==> config.mk <==
export PLATFORM = sky130hd
export DESIGN_NAME = cv32e40x_instr_aligner_flat
export DESIGN_NICKNAME = d
export VERILOG_FILES = /design/src/rtl/cv32e40x_instr_aligner_pkg.sv /design/src/rtl/cv32e40x_instr_aligner_if.sv /design/src/rtl/cv32e40x_instr_aligner.sv /design/src/flat_wrapper.sv
export SDC_FILE = /design/constraint.sdc
export NUM_CORES = 1
export LEC_CHECK = 0
export ABC_AREA = 1
export ABC_CLOCK_PERIOD_IN_PS = 4400
export BUFFER_PORTS_ARGS = -buffer_cell sky130_fd_sc_hd__buf_2
export CAP_MARGIN = 5
export CORE_UTILIZATION = 30
export CTS_CLUSTER_DIAMETER = 60
export DETAILED_ROUTE_END_ITERATION = 10
export GPL_TIMING_DRIVEN = 1
export PLACE_DENSITY_LB_ADDON = 0.25
export SLEW_MARGIN = 10
export SYNTH_ARGS = -nofsm -noshare
export SYNTH_HDL_FRONTEND = slang
export SYNTH_SLANG_ARGS = --single-unit
==> constraint.sdc <==
create_clock -name clk -period 4.4 [get_ports clk]
set_input_delay 0.88 -clock clk [delete_from_list [all_inputs] [get_ports clk]]
set_output_delay 0.88 -clock clk [all_outputs]
set_load 0.1 [all_outputs]
==> src/rtl/cv32e40x_instr_aligner_pkg.sv <==
// Shared types and constants for the instruction aligner.
// One fetch-buffer entry is a fetched word plus its bus error flag.
package cv32e40x_instr_aligner_pkg;

    typedef struct packed {
        logic [31:0] data;
        logic        err;
    } fetch_word_t;

    localparam int unsigned ALIGN_DEPTH_DEFAULT = 3;

    function automatic logic is_compressed(input logic [15:0] hw);
        return hw[1:0] != 2'b11;
    endfunction

endpackage

==> src/rtl/cv32e40x_instr_aligner_if.sv <==
// Fetch-response, redirect and aligned-instruction signals between the prefetcher, the aligner and ID.
// The slave modport is the aligner's view; the master modport is the view of the surrounding pipeline.
interface cv32e40x_instr_aligner_if;

    logic        resp_valid;
    logic [31:0] resp_data;
    logic        resp_err;
    logic        branch;
    logic [31:0] branch_addr;
    logic        instr_valid;
    logic        instr_ready;
    logic [31:0] instr_data;
    logic [31:0] instr_pc;
    logic        instr_compressed;
    logic        instr_bus_err;

    modport slave (
        input  resp_valid, resp_data, resp_err, branch, branch_addr, instr_ready,
        output instr_valid, instr_data, instr_pc, instr_compressed, instr_bus_err
    );

    modport master (
        output resp_valid, resp_data, resp_err, branch, branch_addr, instr_ready,
        input  instr_valid, instr_data, instr_pc, instr_compressed, instr_bus_err
    );

endinterface

==> src/rtl/cv32e40x_instr_aligner.sv <==
// Instruction aligner: buffers fetch words and presents one 16/32-bit instruction per cycle
// from any halfword boundary, together with its PC and bus error status.
module cv32e40x_instr_aligner
    import cv32e40x_instr_aligner_pkg::*;
#(
    parameter  int unsigned DEPTH = ALIGN_DEPTH_DEFAULT,
    localparam int unsigned CNT_W = $clog2(DEPTH + 1)
) (
    input  logic                    clk,
    input  logic                    rst,
    cv32e40x_instr_aligner_if.slave bus_if,
    output logic [CNT_W-1:0]        free_slots_o
);

    localparam int unsigned       PTR_W   = (DEPTH > 1) ? $clog2(DEPTH) : 1;
    localparam logic [CNT_W-1:0]  DEPTH_C = CNT_W'(DEPTH);
    localparam logic [PTR_W-1:0]  LAST_P  = PTR_W'(DEPTH - 1);

    fetch_word_t      mem_q [DEPTH];
    logic [PTR_W-1:0] rptr_q, rptr_d, wptr_q, wptr_d, rptr_nxt;
    logic [CNT_W-1:0] count_q, count_d;
    logic             offset_q, offset_d;
    logic             err_block_q, err_block_d;
    logic [31:0]      pc_q, pc_d;

    fetch_word_t      w0, w1;
    logic [15:0]      hw;
    logic             hw_c;
    logic             avail, err_sel;
    logic [31:0]      data_sel;
    logic             valid, accept, pop, push_en;
    logic             unused_bits;

    function automatic logic [PTR_W-1:0] ptr_inc(input logic [PTR_W-1:0] p);
        return (p == LAST_P) ? '0 : p + PTR_W'(1);
    endfunction

    assign rptr_nxt    = ptr_inc(rptr_q);
    assign w0          = mem_q[rptr_q];
    assign w1          = mem_q[rptr_nxt];
    assign hw          = offset_q ? w0.data[31:16] : w0.data[15:0];
    assign hw_c        = is_compressed(hw);
    assign unused_bits = ^{w1.data[31:16], bus_if.branch_addr[0]};

    // An erroneous head word is reported as soon as it is present, even if the
    // instruction would also need the following word.
    always_comb begin
        avail    = 1'b0;
        err_sel  = 1'b0;
        data_sel = '0;
        if (count_q != '0) begin
            if (w0.err) begin
                avail   = 1'b1;
                err_sel = 1'b1;
            end else if (!offset_q) begin
                avail    = 1'b1;
                data_sel = hw_c ? {16'h0, hw} : w0.data;
            end else if (hw_c) begin
                avail    = 1'b1;
                data_sel = {16'h0, hw};
            end else if (count_q >= CNT_W'(2)) begin
                avail    = 1'b1;
                err_sel  = w1.err;
                data_sel = w1.err ? 32'h0 : {w1.data[15:0], hw};
            end
        end
    end

    assign valid   = avail & ~err_block_q & ~bus_if.branch;
    assign accept  = valid & bus_if.instr_ready;
    assign pop     = accept & (offset_q | ~hw_c);
    assign push_en = bus_if.resp_valid & ~bus_if.branch & ((count_q != DEPTH_C) | pop);

    assign bus_if.instr_valid      = valid;
    assign bus_if.instr_data       = valid ? data_sel : 32'h0;
    assign bus_if.instr_pc         = pc_q;
    assign bus_if.instr_compressed = valid & ~err_sel & hw_c;
    assign bus_if.instr_bus_err    = valid & err_sel;
    assign free_slots_o            = DEPTH_C - count_q;

    always_comb begin
        rptr_d      = rptr_q;
        wptr_d      = wptr_q;
        count_d     = count_q;
        offset_d    = offset_q;
        err_block_d = err_block_q;
        pc_d        = pc_q;
        if (bus_if.branch) begin
            rptr_d      = '0;
            wptr_d      = '0;
            count_d     = '0;
            err_block_d = 1'b0;
            pc_d        = {bus_if.branch_addr[31:1], 1'b0};
            offset_d    = bus_if.branch_addr[1];
        end else begin
            if (push_en) wptr_d = ptr_inc(wptr_q);
            if (pop)     rptr_d = rptr_nxt;
            count_d = count_q + CNT_W'(push_en) - CNT_W'(pop);
            if (accept) begin
                pc_d     = pc_q + (hw_c ? 32'd2 : 32'd4);
                offset_d = offset_q ^ hw_c;
                if (err_sel) err_block_d = 1'b1;
            end
        end
    end

    always_ff @(posedge clk or posedge rst) begin
        if (rst) begin
            rptr_q      <= '0;
            wptr_q      <= '0;
            count_q     <= '0;
            offset_q    <= 1'b0;
            err_block_q <= 1'b0;
            pc_q        <= '0;
        end else begin
            rptr_q      <= rptr_d;
            wptr_q      <= wptr_d;
            count_q     <= count_d;
            offset_q    <= offset_d;
            err_block_q <= err_block_d;
            pc_q        <= pc_d;
        end
    end

    // When full, a push only lands together with a pop, so overwriting the head slot is safe.
    always_ff @(posedge clk or posedge rst) begin
        if (rst) begin
            for (int i = 0; i < int'(DEPTH); i++) mem_q[i] <= '0;
        end else if (push_en) begin
            mem_q[wptr_q] <= '{data: bus_if.resp_data, err: bus_if.resp_err};
        end
    end

    a_no_overflow: assert property (@(posedge clk) disable iff (rst)
        !(bus_if.resp_valid && !bus_if.branch && count_q == DEPTH_C && !pop));

    a_count_range: assert property (@(posedge clk) disable iff (rst)
        count_q <= DEPTH_C);

    a_stable_out: assert property (@(posedge clk) disable iff (rst)
        (bus_if.instr_valid && !bus_if.instr_ready && !bus_if.branch) |=>
        (bus_if.branch || $stable({bus_if.instr_valid, bus_if.instr_data, bus_if.instr_pc,
                                   bus_if.instr_compressed, bus_if.instr_bus_err})));

endmodule

==> src/flat_wrapper.sv <==
// flat-port wrapper written by rule: the top's interface ports become plain ports
module cv32e40x_instr_aligner_flat import cv32e40x_instr_aligner_pkg::*;
#(
    parameter  int unsigned DEPTH = ALIGN_DEPTH_DEFAULT,
    localparam int unsigned CNT_W = $clog2(DEPTH + 1)
)
  (clk, rst, free_slots_o, bus_if_resp_valid, bus_if_resp_data, bus_if_resp_err, bus_if_branch, bus_if_branch_addr, bus_if_instr_ready, bus_if_instr_valid, bus_if_instr_data, bus_if_instr_pc, bus_if_instr_compressed, bus_if_instr_bus_err);
  cv32e40x_instr_aligner_if bus_if_i ();
  input  logic clk;
  input  logic rst;
  output logic [CNT_W-1:0] free_slots_o;
  input wire logic [$bits(bus_if_i.resp_valid)-1:0] bus_if_resp_valid;
  input wire logic [$bits(bus_if_i.resp_data)-1:0] bus_if_resp_data;
  input wire logic [$bits(bus_if_i.resp_err)-1:0] bus_if_resp_err;
  input wire logic [$bits(bus_if_i.branch)-1:0] bus_if_branch;
  input wire logic [$bits(bus_if_i.branch_addr)-1:0] bus_if_branch_addr;
  input wire logic [$bits(bus_if_i.instr_ready)-1:0] bus_if_instr_ready;
  output wire logic [$bits(bus_if_i.instr_valid)-1:0] bus_if_instr_valid;
  output wire logic [$bits(bus_if_i.instr_data)-1:0] bus_if_instr_data;
  output wire logic [$bits(bus_if_i.instr_pc)-1:0] bus_if_instr_pc;
  output wire logic [$bits(bus_if_i.instr_compressed)-1:0] bus_if_instr_compressed;
  output wire logic [$bits(bus_if_i.instr_bus_err)-1:0] bus_if_instr_bus_err;
  assign bus_if_i.resp_valid = bus_if_resp_valid;
  assign bus_if_i.resp_data = bus_if_resp_data;
  assign bus_if_i.resp_err = bus_if_resp_err;
  assign bus_if_i.branch = bus_if_branch;
  assign bus_if_i.branch_addr = bus_if_branch_addr;
  assign bus_if_i.instr_ready = bus_if_instr_ready;
  assign bus_if_instr_valid = bus_if_i.instr_valid;
  assign bus_if_instr_data = bus_if_i.instr_data;
  assign bus_if_instr_pc = bus_if_i.instr_pc;
  assign bus_if_instr_compressed = bus_if_i.instr_compressed;
  assign bus_if_instr_bus_err = bus_if_i.instr_bus_err;
  cv32e40x_instr_aligner #(.DEPTH(DEPTH)) u_core (.clk(clk), .rst(rst), .bus_if(bus_if_i), .free_slots_o(free_slots_o));
endmodule
==> results of run 1 <==
==> routing by layer <==
layer,vias up,global-route usage
met5,-,0
met4,0,0.0491
met3,23,0.0383
met2,279,0.317
met1,4050,0.287
li1,4054,-
==> logic make-up (layout without fill, tap and decap cells) <==
group / Yosys count / count (layout) / share of synthesized area
other: 1 / 3 / 0.000454
muxes: 3 / 3 / 0.00363
DFF: 138 / 138 / 0.418
and+or+nand+nor: 687 / 687 / 0.363
adders and majority gates: 6 / 6 / 0.00999
xor gates and xnor gates: 14 / 14 / 0.0148
buffers and inverters: 147 / 257 / 0.0776
AOI/OAI and AO/OA: 152 / 152 / 0.112
==> layout make-up <==
type | count | share of cell area
diodes | 2 | 0.000489
clock buffers | 18 | 0.0419
clock inverters | 13 | 0.0154
inverters | 68 | 0.0253
multi-input cells | 863 | 0.409
flip-flops and latches | 138 | 0.337
well taps | 341 | 0.0417
repair buffers | 158 | 0.129
==> cell usage after synthesis (3+ instances only) <==
library cell    n
inv_2           7
nor2_1        106
dfrtp_1       138
xnor2_1         8
a22oi_1        30
a31oi_1        21
buf_1           3
ha_1            5
o211ai_1        3
clkbuf_1       42
nand3_1        37
nand2_2         3
xor2_1          6
a21oi_1        22
o22ai_1        16
nand4_1       107
nand3_2         4
o21ai_1        22
nand2_4         3
nand2_1       409
buf_2          18
inv_1          59
o21ai_0        26
a2111oi_0       6
nor3_1         11
mux2i_1         3
buf_4          14
nor2_2          3
==> flip-flops by register name, summed over array words and instances, names as in the netlist <==
name	count
u_core.rptr_q	2
u_core.mem_q	99
u_core.bus_if.instr_pc	31
u_core.err_block_q	1
u_core.wptr_q	2
u_core.count_q	2
u_core.offset_q	1
==> power groups by stage <==
stage / sequential [mW] / combinational, mW / clock (mW)
5_1_grt: 1.93 / 1.85 / 1.54
6_report: 1.89 / 1.67 / 1.46
3_3_place_gp: 1.89 / 1.65 / 0
2_1_floorplan: 2.19 / 0.923 / 0
4_1_cts: 1.88 / 1.67 / 1.49
3_5_place_dp: 1.90 / 1.67 / 0
==> placed cells by master, fill, tap and decap left out, types with 5 or more instances in the layout <==
cell / n
nand2_1: 409
dfrtp_1: 138
nand4_1: 107
buf_2: 106
nor2_1: 102
inv_1: 58
nand3_1: 37
buf_12: 32
a22oi_1: 30
o21ai_0: 26
o21ai_1: 22
a21oi_1: 22
a31oi_1: 21
buf_4: 20
clkbuf_16: 17
o22ai_1: 16
nor3_1: 11
xnor2_1: 8
inv_2: 7
nor2_2: 6
xor2_1: 6
a2111oi_0: 6
ha_1: 5
inv_6: 5
==> worst min-delay path, stage by stage, from the launching register on <==
cell	delay (ps)
dfrtp_1	340
nand2_1	50
nand2_1	40
==> how the worst max path moves through the flow <==
stage / from / end / slack [ps] / depth (start not counted)
floorplan: bus_if_branch / bus_if_instr_compressed / 150 / 6
global placement: u_core.rptr_q[1] / u_core.count_q[1] / 900 / 19
detailed placement: u_core.rptr_q[1] / u_core.count_q[1] / 870 / 19
CTS: u_core.rptr_q[1] / bus_if_instr_data[5] / 550 / 12
global route: u_core.rptr_q[1] / bus_if_instr_data[5] / 280 / 12
finish: u_core.rptr_q[1] / bus_if_instr_data[5] / 520 / 12
==> metrics.md, run 1 <==
| Metric | Value |
|---|---|
| Final Total Pwr | `roughly 5 mW` |
| Post-synth EDFFs | `0` |
| Start point of the worst hold path | `u_core.mem_q[23]` |
| Relative contribution of combinational cells to total power | `0.333` |
| Total Nets Final | `1322` |
| Cell depth of the worst flop-to-flop path | `19` |
| Kind of launch point of the worst setup path | `register` |
| Via/cell ratio | `5.25` |
| Uppermost routed layer | `met4` |
| Die span in x | `168 um` |
| Number of iterations in the first detailed-routing pass | `5` |
| Leading post-synthesis cells by cell area | `dfrtp_1 (42%), nand2_1 (19%), nand4_1 (8.1%), nor2_1 (4.8%), a22oi_1 (2.7%)` |
| Switching part of the total | `0.420` |
| Worst clock skew | `15.4 ps` |
| Deepest clock path buffer count | `2` |
| Cts bufs inserted | `17` |
| Cell taking the most area after synthesis | `dfrtp_1` |
| Max_cap viols | `0` |
| Total area of multi-input combinational cells | `~4200 um2` |
| Vertical die dimension | `around 170 um` |
| Library cells used by synthesis | `40` |
| Post-CTS Setup Bufs | `0` |
| Avg Cell Area, Syn | `7.20 um2` |
| Max-slew violation count | `0` |
| Final-report setup violation count | `0` |
| Internal Power | `2.91 mW` |
| Sequential Area | `roughly 3500 um2` |
| Cts-stage hold buffer count | `0` |
| Via count of the first global-routing pass | `7795` |
| Kind of cell adding the most delay to the critical path | `simple AND/OR/NAND/NOR gates` |
| Core Area | `27000 um2` |
| Power share of the sequential group | `0.376` |
| R2r startpoint | `u_core.rptr_q[1]` |
| Synth Net Count | `between 1000 and 1500` |
| Filler-free cell count of the finished design | `1601` |
| Reported net switching power | `2.11 mW` |
| Effective utilization at floorplan | `0.306` |
| Routability-driven placement congestion ratio | `0.862` |
| FMAX | `258 MHz` |
| TritonCTS clock tree | `built` |
| Layout cells sized above 1 | `0.172` |
| Worst reg-to-reg setup slack | `860 ps` |
| Final hold slack | `roughly 470 ps` |
| VDD IR-drop max | `289 uV` |
| Crit path max-delay cell type | `dfrtp_1` |
| Synthesized netlist cell count | `1148` |
| Critical path required time | `3520 ps` |
| Number of buffer and inverter stages on the critical path | `3` |
| Overall routing resource usage | `0.203` |
| Delay of the slowest cell on the worst path | `520 ps` |
| Share of the core filled with cells in the final layout | `0.379` |
| Count of cells along the worst hold path | `2` |
| Antenna-violating nets left | `0` |
| Clock Root Buffer | `clkbuf_16` |
| Remaining global-route overflow | `0` |
| Number of filler instances in the final layout | `2857` |
| DR WL/cell | `between 15 and 20 um` |
| Number of failing hold endpoints at the final stage | `0` |
| Slew Limit Headroom | `0.294` |
| Cell Rows | `60` |
| Placement Setup Slack | `868 ps` |
| Tightest Hold Check Type | `reg -> reg` |
| Nature of the critical path endpoint | `primary output` |
| Growth of design area from synthesis to finish | `23.9%` |
| Hold EP | `u_core.mem_q[23]` |
| Area of the die | `28200 um2` |
| Clock net sink count | `138` |
| Fraction of the yosys area taken by sequential cells | `0.418` |
| Power density over the cells | `roughly 490 nW/um2` |
| Design Area, Final | `approximately 10000 um2` |
| DRC errors left | `0` |
| HPWL after detailed placement | `18400 um` |
| Total of cells resized after clock tree synthesis | `0` |
| Insertion delay to the later sink of the worst-skew pair | `between 400 and 500 ps` |
| Routed met3 length | `1810 um` |
| Type of the setup path with the least slack | `reg -> out` |
| Endpoint of the most critical register-to-register path | `u_core.count_q[1]` |
| Total number of H-tree levels | `4` |
| Post-layout worst setup margin | `517 ps` |
| Wl on met1 | `12800 um` |
| Port buffer count | `136` |
| Met2 WL post-DR | `around 13000 um` |
| Async set-reset flop share out of synthesis | `1.00` |
| Worst Path Max Fanout | `19` |
| Maximum number of pins on one net before global-route repair | `97` |
| Final cycle utilization of the critical path | `0.882` |
| Clock period minus final worst setup slack | `3880 ps` |
| RSZ-0062 raised after global routing | `false` |
| Cell total after placement | `roughly 1600` |
| Leakage power total | `just over 5 nW` |
| Count of routing violations after the opening detailed-route iteration | `923` |
| Most instantiated flip-flop cell in the synthesis netlist | `dfrtp_1` |
| IO Pins | `139` |
| Fraction of power consumed by the clock network | `0.291` |
| Global-route wire length before repair | `44700 um` |
| Clock-pin transition on the worst setup and hold timing paths | `70 ps` |
| Number of antenna violations at the first check in global routing | `2` |
| Area fraction of the dominant cell type after synthesis | `0.418` |
| Setup TNS | `0 ps` |
| Slew at the pin with the worst max-slew slack | `roughly 1100 ps` |
| Total Routed Length | `approximately 28000 um` |
| Post-synthesis sequential element count | `138` |
| Vias | `8406` |
| Post-placement cell area | `9650 um2` |
| Worst-path cell chain | `nor2_2, buf_4, nand2_1, nand3_1, nand2_1, nand2_1, inv_2, nor2_4, o21ai_2, a31oi_1, nor2_1, buf_12` |
| Crit path DAT | `3000 ps` |
| Post-Syn Area | `8270 um2` |
| Crit path top cell by count | `nand2_1` |
| YS warnings | `0` |
| Run status | `complete, no violations` |
Note: power is estimated with default switching activity, not from simulation.
==> run 2: changes to the inputs <==
- CORE_ASPECT_RATIO: default -> 1.75
==> run 2 against run 1 <==
Effect of this change: global-route usage increased by 0.58 points; routed wire length increased by 0.18%; sequential power barely moved; first-iteration DRC count fell by 32%; clock power is 4% higher; utilization is 0.68 points lower; final cell count grew 1.6%; design area is 1.4% lower; total power is 1.0% higher; critical path type unchanged.
==> metrics.md, run 2 (synthesis results as in run 1) <==
| Metric | Value |
|---|---|
| Cts-stage hold buffer count | `0 (unchanged)` |
| Delay of the slowest cell on the worst path | `510 ps (about the same)` |
| Routability-driven placement congestion ratio | `0.869 (+0.92%)` |
| Filler-free cell count of the finished design | `1627 (+1.6%)` |
| IO Pins | `139 (unchanged)` |
| Antenna-violating nets left | `0 (unchanged)` |
| Final-report setup violation count | `0 (unchanged)` |
| Layout cells sized above 1 | `0.172 (unchanged)` |
| Maximum number of pins on one net before global-route repair | `139 (+43%)` |
| Deepest clock path buffer count | `2 (unchanged)` |
| Via/cell ratio | `5.17 (-1.6%)` |
| Critical path required time | `3520 ps (about the same)` |
| Slew Limit Headroom | `0.430 (+0.135)` |
| Setup TNS | `0 ps (unchanged)` |
| Vias | `8404 (-0.024%)` |
| Max_cap viols | `0 (unchanged)` |
| Post-CTS Setup Bufs | `0 (unchanged)` |
| Final cycle utilization of the critical path | `0.934 (+0.0512)` |
| RSZ-0062 raised after global routing | `false` |
| Leakage power total | `4.99 nW (-0.86%)` |
| Crit path max-delay cell type | `dfrtp_1` |
| Tightest Hold Check Type | `reg -> reg` |
| Largest Register | `u_core.mem_q` |
| TritonCTS clock tree | `built` |
| Core Area | `27100 um2 (+0.37%)` |
| Max reg flops | `99 (unchanged)` |
| Remaining global-route overflow | `0 (unchanged)` |
| Slew at the pin with the worst max-slew slack | `855 ps (-203 ps)` |
| Worst clock skew | `8.15 ps (-7.23 ps)` |
| Share of the core filled with cells in the final layout | `0.372 (-0.00679)` |
| Worst Path Max Fanout | `20 (+1)` |
| Cts bufs inserted | `17 (unchanged)` |
| Insertion delay to the later sink of the worst-skew pair | `440 ps (about the same)` |
| Crit path DAT | `3230 ps (+230 ps)` |
| Clock net sink count | `138 (unchanged)` |
| Cell Rows | `80 (+33%)` |
| Effective utilization at floorplan | `0.305 (-0.00113)` |
| Total Routed Length | `28300 um (+0.18%)` |
| Max-slew violation count | `0 (unchanged)` |
| Global-route wire length before repair | `45300 um (+1.5%)` |
| Area of the die | `28300 um2 (about the same)` |
| Die span in x | `127 um (-24%)` |
| Type of the setup path with the least slack | `reg -> out` |
| Vertical die dimension | `222 um (+32%)` |
| Clock period minus final worst setup slack | `4110 ps (+225 ps)` |
| Total of cells resized after clock tree synthesis | `0 (unchanged)` |
| Worst-path cell chain | `inv_2, nor2_2, buf_4, nand2_1, nand3_1, nor2_1, nand3_2, nand2_2, nor3_2, inv_2, nor2_1, buf_2` |
| Total Nets Final | `1321 (-0.076%)` |
| Count of routing violations after the opening detailed-route iteration | `624 (-32%)` |
| DRC errors left | `0 (unchanged)` |
| Total number of H-tree levels | `4 (unchanged)` |
| FMAX | `243 MHz (-5.5%)` |
| Overall routing resource usage | `0.209 (+0.00577)` |
| Clock-pin transition on the worst setup and hold timing paths | `60 ps (about the same)` |
| Growth of design area from synthesis to finish | `22.1%` |
| Number of iterations in the first detailed-routing pass | `5 (unchanged)` |
| Commonest non-fill, non-tap cells in the layout | `nand2_1 (409), dfrtp_1 (138), buf_2 (118), nand4_1 (107), nor2_1 (102)` |
| HPWL after detailed placement | `19200 um (+4.6%)` |
| Nature of the critical path endpoint | `primary output` |
| Clock Root Buffer | `clkbuf_16` |
| VDD IR-drop max | `250 uV (-13%)` |
| Number of antenna violations at the first check in global routing | `3 (+1)` |
| Run status | `complete, no violations` |
| Power density over the cells | `503 nW/um2 (+2.5%)` |
| DR WL/cell | `17.4 um (-1.4%)` |
| Number of failing hold endpoints at the final stage | `0 (unchanged)` |
| Via count of the first global-routing pass | `8250 (+5.8%)` |
| Number of diodes | `0 (-2)` |
| Cell total after placement | `1595 (+1.7%)` |
| Kind of launch point of the worst setup path | `register` |
| Port buffer count | `136 (unchanged)` |
| Most common cell after layout, fill and taps aside | `nand2_1` |
[run 2: cell types whose count changed in the layout (fill, tap and decap cells not counted)]
cell	change
clkinv_4	-2
diode_2	-2
buf_2	+12
buf_12	-13
clkinv_2	+1
inv_6	-3
bufinv_16	+1
clkbuf_8	+1
clkinvlp_4	+4
inv_8	-1
[run 2: path summary, 6_finish.rpt]
kind | startpoint | to | slack [ps] | cells after the start
worst max-delay path | u_core.rptr_q[0] | bus_if_instr_data[12] | 290 | 12
worst max register to register | u_core.rptr_q[1] | u_core.bus_if.instr_pc[9] | 740 | 16
max in group asynchronous | rst | u_core.bus_if.instr_pc[9] | 3110 | 3
worst min-delay path | u_core.mem_q[29] | u_core.mem_q[29] | 470 | 2
min in group asynchronous | rst | u_core.mem_q[86] | 610 | 3
worst min register to register | u_core.mem_q[29] | u_core.mem_q[29] | 470 | 2
[run 2: critical path: cells and delay by family, from the launching register on]
kind / cells / cell delay (ps)
and+or+nand+nor: 8 / 1110
DFF: 1 / 510
buffers and inverters: 4 / 1150
[run 2: metrics by stage]
| stage | instance area [um2] | setup slack [ps] | power (mW) | hold WS (ps) |
|---|---|---|---|---|
| after global routing | 10100 | 13.4 | 5.37 | 483 |
| after floorplan | 8270 | 145 | 3.12 | 442 |
| final | 10100 | 292 | 5.07 | 470 |
| after detailed placement | 9480 | 752 | 3.57 | 458 |
| after global placement | 9480 | 791 | 3.55 | 454 |
| after CTS | 10100 | 278 | 5.11 | 474 |
[run 2: report_power, final]
group / switching (mW) / leakage (nW) / internal (mW)
Combinational: 1.21 / 2.96 / 0.443
Clock: 0.612 / 0.282 / 0.910
Sequential: 0.284 / 1.74 / 1.61
Total: 2.11 / 4.99 / 2.97
[run 2: final cells by class]
| class | count | area [um2] |
|---|---|---|
| clock buffer | 19 | 443 |
| clock inverter | 13 | 168 |
| fill | 2900 | 17000 |
| inverter | 68 | 259 |
| multi-input combinational | 863 | 4190 |
| sequential | 138 | 3450 |
| tap | 369 | 462 |
| timing repair buffer | 157 | 1120 |
[run 2: layer usage]
| metal | up-vias | wire, um | track usage |
|---|---|---|---|
| li1 | 4063 | - | - |
| met1 | 3997 | 11000 | 0.232 |
| met2 | 283 | 15100 | 0.382 |
| met3 | 55 | 1200 | 0.0340 |
| met4 | 6 | 917 | 0.0941 |
| met5 | - | 34 | 0 |
==> run 3: changes to the inputs <==
- BUFFER_PORTS_ARGS: -buffer_cell sky130_fd_sc_hd__buf_2 -> -buffer_cell sky130_fd_sc_hd__buf_4
- CORE_UTILIZATION: 30 -> 50
==> run 3 against run 2 <==
Effect of this change: setup slack lost 18 ps; clock power grew 3%; critical path type unchanged; clock skew grew 5.4 ps; highest routed layer is now met4; non-clock buffer count shrank 5; global-route usage grew 11 points.
==> metrics.md, run 3 (synthesis results as in run 1) <==
| Metric | Value |
|---|---|
| Number of failing hold endpoints at the final stage | `0 (unchanged)` |
| Reported net switching power | `2.10 mW (-0.60%)` |
| Vias | `8487 (+0.99%)` |
| Leakage power total | `5.02 nW (+0.65%)` |
| Crit path DAT | `3250 ps (+20 ps)` |
| R2r startpoint | `u_core.rptr_q[1]` |
| DRC errors left | `0 (unchanged)` |
| Final cycle utilization of the critical path | `0.938 (+0.00403)` |
| Sequential Area | `3450 um2 (unchanged)` |
| VDD IR-drop max | `285 uV (+14%)` |
| Max-slew violation count | `0 (unchanged)` |
| Die span in x | `99.2 um (-22%)` |
| HPWL after detailed placement | `17400 um (-9.6%)` |
| Cell depth of the worst flop-to-flop path | `15 (-1)` |
| Slew at the pin with the worst max-slew slack | `1080 ps (+225 ps)` |
| Number of iterations in the first detailed-routing pass | `8 (+3)` |
| Vertical die dimension | `172 um (-22%)` |
| Maximum number of pins on one net before global-route repair | `139 (unchanged)` |
| Total Nets Final | `1316 (-0.38%)` |
| Insertion delay to the later sink of the worst-skew pair | `420 ps (-20 ps)` |
| Final Total Pwr | `5.16 mW (+1.8%)` |
| Total area of multi-input combinational cells | `4190 um2 (unchanged)` |
| Power share of the sequential group | `0.368 (-0.006)` |
| Critical path required time | `3520 ps (about the same)` |
| DR WL/cell | `18.2 um (+4.6%)` |
| RSZ-0062 raised after global routing | `false` |
| Start point of the worst hold path | `u_core.mem_q[25]` |
| Total Routed Length | `26200 um (-7.3%)` |
| Met1 Usage GRT | `0.348 (+0.115)` |
| Area of the die | `17100 um2 (-40%)` |
| Clock period minus final worst setup slack | `4130 ps (+17.7 ps)` |
| GR Layer Usage met2 | `0.579 (+0.197)` |
| Clock Root Buffer | `clkbuf_16` |
| Setup TNS | `0 ps (unchanged)` |
| Power density over the cells | `520 nW/um2 (+3.4%)` |
| Deepest clock path buffer count | `2 (unchanged)` |
| Most common cell after layout, fill and taps aside | `nand2_1` |
| Commonest non-fill, non-tap cells in the layout | `nand2_1 (409), buf_4 (151), dfrtp_1 (138), nand4_1 (107), nor2_1 (102)` |
| Layout cells sized above 1 | `0.169 (-0.00330)` |
| Tightest Hold Check Type | `reg -> reg` |
| Cts bufs inserted | `17 (unchanged)` |
| Antenna-violating nets left | `0 (unchanged)` |
| Growth of design area from synthesis to finish | `20.1%` |
| Cell Rows | `61 (-24%)` |
| Core Area | `16000 um2 (-41%)` |
| Number of antenna violations at the first check in global routing | `0 (-3)` |
| Internal Power | `3.07 mW (+3.4%)` |
| Run status | `complete, no violations` |
| Endpoint of the most critical register-to-register path | `u_core.mem_q[85]` |
| Count of routing violations after the opening detailed-route iteration | `623 (-0.16%)` |
| IO Pins | `139 (unchanged)` |
| Worst clock skew | `13.6 ps (+5.41 ps)` |
| Via count of the first global-routing pass | `8255 (+0.061%)` |
| Largest Register | `u_core.mem_q` |
| Port buffer count | `136 (unchanged)` |
| Most Used Layer, Global Route | `met2` |
| Kind of launch point of the worst setup path | `register` |
| Type of the setup path with the least slack | `reg -> out` |
| Number of diodes | `0 (unchanged)` |
| Worst reg-to-reg setup slack | `470 ps (-270 ps)` |
| Max reg flops | `99 (unchanged)` |
| Nature of the critical path endpoint | `primary output` |
| Clock-pin transition on the worst setup and hold timing paths | `60 ps (about the same)` |
| Fraction of power consumed by the clock network | `0.304 (+0.004)` |
| Clock net sink count | `138 (unchanged)` |
| Global-route wire length before repair | `41900 um (-7.6%)` |
| Effective utilization at floorplan | `0.516 (+0.211)` |
| Remaining global-route overflow | `0 (unchanged)` |
| Relative contribution of combinational cells to total power | `0.328 (+0.002)` |
| Post-layout worst setup margin | `274 ps (-17.7 ps)` |
| Slew Limit Headroom | `0.280 (-0.150)` |
| Final-report setup violation count | `0 (unchanged)` |
| Number of filler instances in the final layout | `1514 (-48%)` |
| Total number of H-tree levels | `4 (unchanged)` |
| Routability-driven placement congestion ratio | `0.994 (+14%)` |
| Share of the core filled with cells in the final layout | `0.619 (+0.247)` |
| Count of cells along the worst hold path | `2 (unchanged)` |
| Hold EP | `u_core.mem_q[25]` |
| Worst Path Max Fanout | `42 (+110%)` |
| Switching part of the total | `0.406 (-0.00963)` |
| Overall routing resource usage | `0.317 (+0.108)` |
| Met3 GRT Util | `0.0558 (+0.0218)` |
| Via/cell ratio | `5.89 (+14%)` |
| Max_cap viols | `0 (unchanged)` |
| Placement Setup Slack | `609 ps (-143 ps)` |
| FMAX | `242 MHz (-0.43%)` |
| TritonCTS clock tree | `built` |
## run 3: per-layer routing
layer | wire (um) | part of all wire | up-vias
met5 | 0 | 0 | -
met4 | 1140 | 0.043 | 0
met3 | 1560 | 0.060 | 68
met2 | 13900 | 0.53 | 345
met1 | 9610 | 0.37 | 4036
li1 | - | - | 4038
## run 3: per-stage QoR
step           area [um2]  instances  hold slack, ps
2_1_floorplan        8270       1148             442
3_3_place_gp         9290       1410             454
3_5_place_dp         9290       1410             458
4_1_cts              9930       1442             473
5_1_grt              9930       1442             488
6_report             9930       1442             471
## run 3: critical path, cell delays in order, from the launching register on
cell	delay, ps
dfrtp_1	610
inv_4	270
nor2_2	140
buf_4	240
nand2_1	90
nand3_1	150
nor2_1	70
nand3_2	100
nand2_2	80
nor3_2	250
nand2_2	290
nor2_1	210
buf_4	310
## run 3: repair_timing
action | CTS | global route
hold endpoints to repair | 0 | 0
endpoints found under the setup margin | 0 | 4
setup buffers | 0 | 0
gates resized for setup | 0 | 2
hold buffers | 0 | 0
## run 3: area by class of cell
cell class | instances | area share
Clock buffer | 18 | 0.0432
Clock inverter | 14 | 0.0209
Inverter | 68 | 0.0263
Multi-Input combinational cell | 863 | 0.422
Sequential cell | 138 | 0.348
Tap cell | 189 | 0.0238
Timing Repair Buffer | 152 | 0.116
## run 3: power by group through the flow
stage	Clock, mW	Sequential (mW)	Combinational, mW
2_1_floorplan	0	2.19	0.923
3_3_place_gp	0	1.90	1.65
3_5_place_dp	0	1.91	1.68
4_1_cts	1.59	1.89	1.69
5_1_grt	1.64	1.94	1.86
6_report	1.57	1.90	1.69
## run 3: worst max-delay path by stage
stage,from,to,slack (ps),cells after the start
5_1_grt,u_core.rptr_q[1],bus_if_instr_data[31],110,12
2_1_floorplan,bus_if_branch,bus_if_instr_compressed,150,6
3_3_place_gp,u_core.rptr_q[1],u_core.mem_q[62],690,16
6_report,u_core.rptr_q[1],bus_if_instr_data[31],270,12
3_5_place_dp,u_core.rptr_q[1],u_core.mem_q[58],610,16
4_1_cts,u_core.rptr_q[1],bus_if_instr_data[31],200,12
